[src/rtl/octave_tone_gen.sv]
// rtl/octave_tone_gen.sv - square-wave tone generator with octave select, boundary-latched updates
// Optional macro OCT_TONE_IMMEDIATE_EN: restart the period as soon as the target half-period changes.
module octave_tone_gen #(
  parameter int CNT_W = 16
) (
  input  logic             clk,
  input  logic             nrst,
  input  logic             note_on,
  input  logic [CNT_W-1:0] note_div,
  input  logic [1:0]       oct_switch,
  output logic             wave_out,
  output logic             active,
  output logic             period_done
);

  localparam int W = CNT_W + 3;
  localparam logic [W-1:0] ONE = W'(1);

  typedef enum logic {IDLE, RUN} state_t;

  state_t         state, state_nxt;
  logic [W-1:0]   cnt, cnt_nxt;
  logic [W-1:0]   h_act, h_act_nxt;
  logic [W-1:0]   h_tgt;
  logic           wave_nxt, active_nxt, pd_nxt;
  logic           restart;

  // Three spare top bits absorb the octave-3 shift, so the target never wraps.
  assign h_tgt = {3'b000, note_div} << oct_switch;

`ifdef OCT_TONE_IMMEDIATE_EN
  assign restart = (state == RUN) && (h_tgt != h_act) && (h_tgt != '0);
`else
  assign restart = 1'b0;
`endif

  always_ff @(posedge clk or negedge nrst) begin
    if (!nrst) begin
      state       <= IDLE;
      cnt         <= '0;
      h_act       <= '0;
      wave_out    <= 1'b0;
      active      <= 1'b0;
      period_done <= 1'b0;
    end else begin
      state       <= state_nxt;
      cnt         <= cnt_nxt;
      h_act       <= h_act_nxt;
      wave_out    <= wave_nxt;
      active      <= active_nxt;
      period_done <= pd_nxt;
    end
  end

  always_comb begin
    state_nxt  = state;
    cnt_nxt    = cnt;
    h_act_nxt  = h_act;
    wave_nxt   = wave_out;
    active_nxt = active;
    pd_nxt     = 1'b0;
    case (state)
      IDLE: begin
        cnt_nxt    = '0;
        wave_nxt   = 1'b0;
        active_nxt = 1'b0;
        if (note_on && (note_div != '0)) begin
          state_nxt  = RUN;
          wave_nxt   = 1'b1;
          active_nxt = 1'b1;
          h_act_nxt  = h_tgt;
        end
      end
      RUN: begin
        if (restart) begin
          cnt_nxt   = '0;
          wave_nxt  = 1'b1;
          h_act_nxt = h_tgt;
        end else if (cnt != h_act - ONE) begin
          cnt_nxt = cnt + ONE;
        end else begin
          cnt_nxt = '0;
          if (wave_out) begin
            wave_nxt = 1'b0;
          end else begin
            // Full-period boundary: the only point where note/octave/note-off are sampled.
            pd_nxt = 1'b1;
            if (!note_on || (h_tgt == '0)) begin
              state_nxt  = IDLE;
              active_nxt = 1'b0;
            end else begin
              wave_nxt  = 1'b1;
              h_act_nxt = h_tgt;
            end
          end
        end
      end
      default: state_nxt = IDLE;
    endcase
  end

endmodule

[config.mk]
export PLATFORM = sky130hd
export DESIGN_NAME = octave_tone_gen
export DESIGN_NICKNAME = d
export VERILOG_FILES = /design/src/rtl/octave_tone_gen.sv
export SDC_FILE = /design/constraint.sdc
export NUM_CORES = 1
export LEC_CHECK = 0
export BUFFER_PORTS_ARGS = -buffer_cell sky130_fd_sc_hd__buf_2
export CORE_MARGIN = 3
export CORE_UTILIZATION = 30
export CTS_CLUSTER_SIZE = 14
export DETAILED_ROUTE_END_ITERATION = 8
export GPL_TIMING_DRIVEN = 0
export PLACE_DENSITY = 0.41
export SLEW_MARGIN = 20
export SYNTH_ARGS = -nofsm -noshare
export SYNTH_HDL_FRONTEND = slang
export SYNTH_SLANG_ARGS = --single-unit
[constraint.sdc]
create_clock -name clk -period 6 [get_ports clk]
set_input_delay 1.2 -clock clk [delete_from_list [all_inputs] [get_ports clk]]
set_output_delay 1.2 -clock clk [all_outputs]
set_load 0.005 [all_outputs]
Yosys cells after proc, flatten, opt, wreduce, memory -nomap -nowiden
Index checks and enable logic that the tools add are counted.

operators by class
  bitwise gates (word level) = 1
  $add $sub $neg = 2
  shifts and indexed selects = 1
  eq/ne operators = 6
  multiplexer cells = 22
  reductions and logical operators = 7

operators by type and width
  cell                                                   number
  2-to-1 mux 19 bit                                      5
  case mux 19 bit (2 select lines)                       2
  adder 19 x 1 -> 19 bit, second input constant          1
  logical NOT 19 bit                                     1
  inequality test 19 bit                                 1
  << shifter 16 x 2 -> 19 bit                            1
  subtractor 19 x 1 -> 19 bit, second input constant     1
  nonzero test 16 bit                                    1
  2-to-1 mux 1 bit                                       12
  inequality test 2 bit, second input constant           4
  case mux 1 bit (2 select lines)                        3
  AND reduction 4 bit                                    1
  AND reduction 3 bit                                    1
  inequality test 2 x 1 -> 1 bit, second input constant  1
  logical AND 1 bit                                      1
  logical NOT 1 bit                                      1
  logical OR 1 bit                                       1
  inverter 1 bit                                         1

storage, ports and cells
  register bits after elaboration = 42
  logic and storage cells = 45
  input bits = 21
  output and inout bits = 3

Longest topological paths before layout
  depth after elaboration = 7
  depth in mapped cells = 11

Worst setup path before layout
No wires, ideal clock.

  path kind = input to register
  from = in oct_switch[0]
  to = reg h_act[8]
  path slack = 3.231 ns
  stages on the path = 7
  arrival time = 2.643 ns
  setup time = 0.126 ns
  cell sequence = clkbuf_1 -> buf_1 -> mux2i_1 -> mux2_2 -> nor2_1 -> a21oi_1 -> nand3_1

between the ends
  cells in the longest elaborated chain, start to end = 5
  elaborated cells between the ends (all ways) = 10

RTL lines
  element                                                                            RTL line  text
  start: declaration                                                                 10        input logic [1:0] oct_switch,
  << shifter 16 x 2 -> 19 bit (*)                                                    29        assign h_tgt = {3'b000, note_div} << oct_switch;
  logical NOT 19 bit or 2-to-1 mux 19 bit (tied branches)                            88        if (!note_on || (h_tgt == '0)) begin
  logical OR 1 bit or 2-to-1 mux 19 bit (tied branches)                              88, 83
  inequality test 2 bit (no line) or 2-to-1 mux 19 bit (tied branches)               -
  AND reduction 4 bit (no line) or case mux 19 bit (2 select lines) (tied branches)  -
  end signal: assignment                                                             48        h_act <= h_act_nxt;
  end: declaration                                                                   23        logic [W-1:0] h_act, h_act_nxt;

Every way passes the cells marked *; elsewhere a longest branch is shown, timed or not. The select of a mux whose other input is x is not followed.
A chain may end at the register's enable or synchronous reset.

Final worst setup path
  from = reg h_act[0]
  to = reg h_act[18]

between the ends
  cells in the longest elaborated chain, start to end = 4

RTL lines
  element                          RTL line  text
  subtractor 19 x 1 -> 19 bit      79        end else if (cnt != h_act - ONE) begin
  inequality test 19 bit           79
  inequality test 2 bit (no line)  -
  AND reduction 4 bit (no line)    -

Every way passes these cells.

==> flow_metrics.tcl <==
set metrics [dict create \
    rsz0062_at_grt "false" \
    cp_max_fo 10 \
    first_pass_iters 4 \
    grt_pass1_wl_mm 15.7 \
    crit_type "reg2reg" \
    hold_class "reg2reg" \
    hold_viol_final 0 \
    p_seq_share_pct 53.3 \
    power_leakage_nw 1.67 \
    p_clk_share_pct 37.6 \
    path_clk_slew_ps 100 \
    num_rows 37 \
    final_common_cell "nor2_1" \
    area_delta_synth_final_pct 11.3 \
    floorplan.die.height_microns 111 \
    post_drt_wl_per_cell_microns 16.4 \
    synth_top_area_share_pct 31.7 \
    finalMaxSlewViolations 0 \
    grt_usage_pct 15.8 \
    end_kind "flip-flop" \
    io_pins 24 \
    setup_tns_ps 0 \
    syn_area_sq_um 3320 \
    finalWorstPathRequiredPeriod_ps 3350 \
    floorplan.initialDensity_pct 31.4 \
    synthCells 407 \
    combPwrFrac_pct 9.1 \
    clock_latency_ps 310 \
    period_share_pct 55.8 \
    grt-ovfl-total 0 \
    synthTopCellsByArea "dfrtp_1 32%, nor2_1 7.4%, nand3_1 7.1%, xnor2_1 6.9%, mux2_2 4.8%" \
    drc 0 \
    finish.net_count 459 \
    numCtsBuffers 5 \
    grt_max_degree 43 \
    powerDensity_nw_per_um2 144 \
    antenna_found_initial 0 \
    synthFlopType "dfrtp_1" \
    setup_viol 0 \
    syn_avg_cell_area_sq_um 8.15 \
    fmax_ghz 0.299 \
    start_kind "flip-flop" \
    synth.distinct_cells 52 \
    drive_above_1_share_pct 14.0 \
    vias 2934 \
    ys_async_sr_fraction_pct 100 \
    p_sw_share_pct 25.4 \
    place_congestion 0.783 \
    fin_area_sq_um 3690 \
    slew-limit-headroom_pct 43.0 \
    ys_ff_latch 42 \
    num_antenna_cells 0 \
    reg2reg_to "h_act[18]" \
    r2r_cells 9 \
    synth_area_leader_cell "dfrtp_1" \
    vias_per_cell 5.12 \
    crit_arrival_ps 3540 \
    cts.sinks 42 \
    netSwitchingPower_w 0.000135 \
    ctsResizeCount 0 \
    hpwl_mm 7.07 \
    wirelength_mm 9.40 \
    grt_pass1_vias 2910 \
    outcome "finished clean" \
    crit_required_ps 6190 \
    crit_end "h_act[18]" \
    portBuffers 22 \
    cts_hold_buf 0 \
    r2r_start "h_act[0]" \
    clock-root-buffer "clkbuf_8" \
    drtAntennaViolNets 0 \
    max_cap_viol_count 0 \
    ys.warnings.count 0 \
    finClkSkew_ps 18.6 \
    fp.dieW_microns 111 \
    startpoint "h_act[0]" \
    r2r_slack_ps 2650 \
    dieArea_sq_um 12400 \
    drt_iter0_drc 110 \
    p_int_w 0.000396 \
    core_sq_um 10600 \
    cts_setup_buffers 0 \
    seq_area_frac_synth_pct 31.7 \
    cts_tree "yes" \
    placed_cell_area_sq_um 3600 \
    syn_nets 430 \
    htreeDepth 2 \
    clk_path_buf_depth 2 \
    synth-edff-count 0 \
    tightestPinTransition_ps 851 \
    final_cell_mix "65 x nor2_1, 47 x nand3_1, 42 x dfrtp_1, 27 x buf_2" \
    ir_drop_mv 0.0965 \
]
layout make-up:
type                            count  area (sq um)
Fill cell                        1162          6860
Multi-Input combinational cell    326          2100
Sequential cell                    42          1050
Tap cell                          136           170
Buffer                             28           128
Timing Repair Buffer               22           113
Clock buffer                        7          86.3
Inverter                           11          41.3
Clock inverter                      1          5.00
stage by stage:
stage	total power, W	utilization (%)	setup slack, ps	cells	hold slack (ps)
3_3_place_gp	0.000337	34.1	2590	565	510
3_5_place_dp	0.000337	34.1	2570	565	517
4_1_cts	0.000541	35.0	2570	573	531
5_1_grt	0.000558	35.0	2170	573	562
6_report	0.000531	35.0	2650	573	522
2_1_floorplan	0.000315	-	3230	407	451
critical path, cell delays in order, from the launching register on:
cell and delay, ps:
dfrtp_1 470, inv_1 110, ha_1 210, nor3b_1 580
and2_1 340, a41oi_1 160, a211oi_1 570, clkbuf_1 530
a21o_1 190, nand3_1 60
Yosys cell counts, types with 3 or more instances:
library cell and number:
a41oi_1 3, nor4_1 5, buf_4 4, or3_1 3
and4_1 3, xor2_1 13, a211oi_1 6, mux2_2 14
nand4_1 5, a21oi_1 19, xnor2_1 26, clkbuf_1 16
buf_2 6, nand3_1 47, a21o_1 18, nand2b_1 3
nor3_1 6, o21ai_0 8, mux2i_1 14, dfrtp_1 42
and3_1 3, nor2_1 65, nand2_1 26, inv_1 10
a211o_1 4
routing by layer:
layer  up-vias  global-route usage, %  routed length, microns
met3        10                   2.67                     251
li1       1493                      -                       -
met2        35                   24.7                    4240
met1      1396                   22.7                    4810
met4         0                   3.73                     108
met5         -                      0                       0
logic make-up (layout without fill, tap and decap cells):
| kind of cell | Yosys count | count (layout) | share of synthesized area (%) |
|---|---|---|---|
| XOR/XNOR | 39 | 39 | 10.3 |
| AO/OA/AOI/OAI | 72 | 72 | 14.8 |
| flip-flops | 42 | 42 | 31.7 |
| adder cells (fa/ha/maj) | 2 | 2 | 0.754 |
| buffers and inverters | 39 | 69 | 5.09 |
| multiplexers | 28 | 28 | 8.97 |
| AND/OR/NAND/NOR | 185 | 185 | 28.4 |
how the worst min path moves through the flow:
stage	start	endpoint	depth (start not counted)
2_1_floorplan	wave_out	period_done	1
3_3_place_gp	wave_out	period_done	1
3_5_place_dp	wave_out	period_done	1
4_1_cts	wave_out	period_done	1
5_1_grt	wave_out	period_done	1
6_report	wave_out	period_done	1
flip-flops by register name (all words and copies together) (netlist names):
| signal | flops |
|---|---|
| cnt | 19 |
| state | 1 |
| active | 1 |
| h_act | 19 |
| period_done | 1 |
| wave_out | 1 |
power groups by stage:
stage	Clock [W]	Sequential, W	Combinational (W)
floorplan	0	0.000289	0.0000264
finish	0.000200	0.000283	0.0000483
detailed placement	0	0.000288	0.0000486
global placement	0	0.000288	0.0000482
global route	0.000221	0.000283	0.0000543
CTS	0.000210	0.000283	0.0000489
Note: power is estimated with default switching activity, not from simulation.
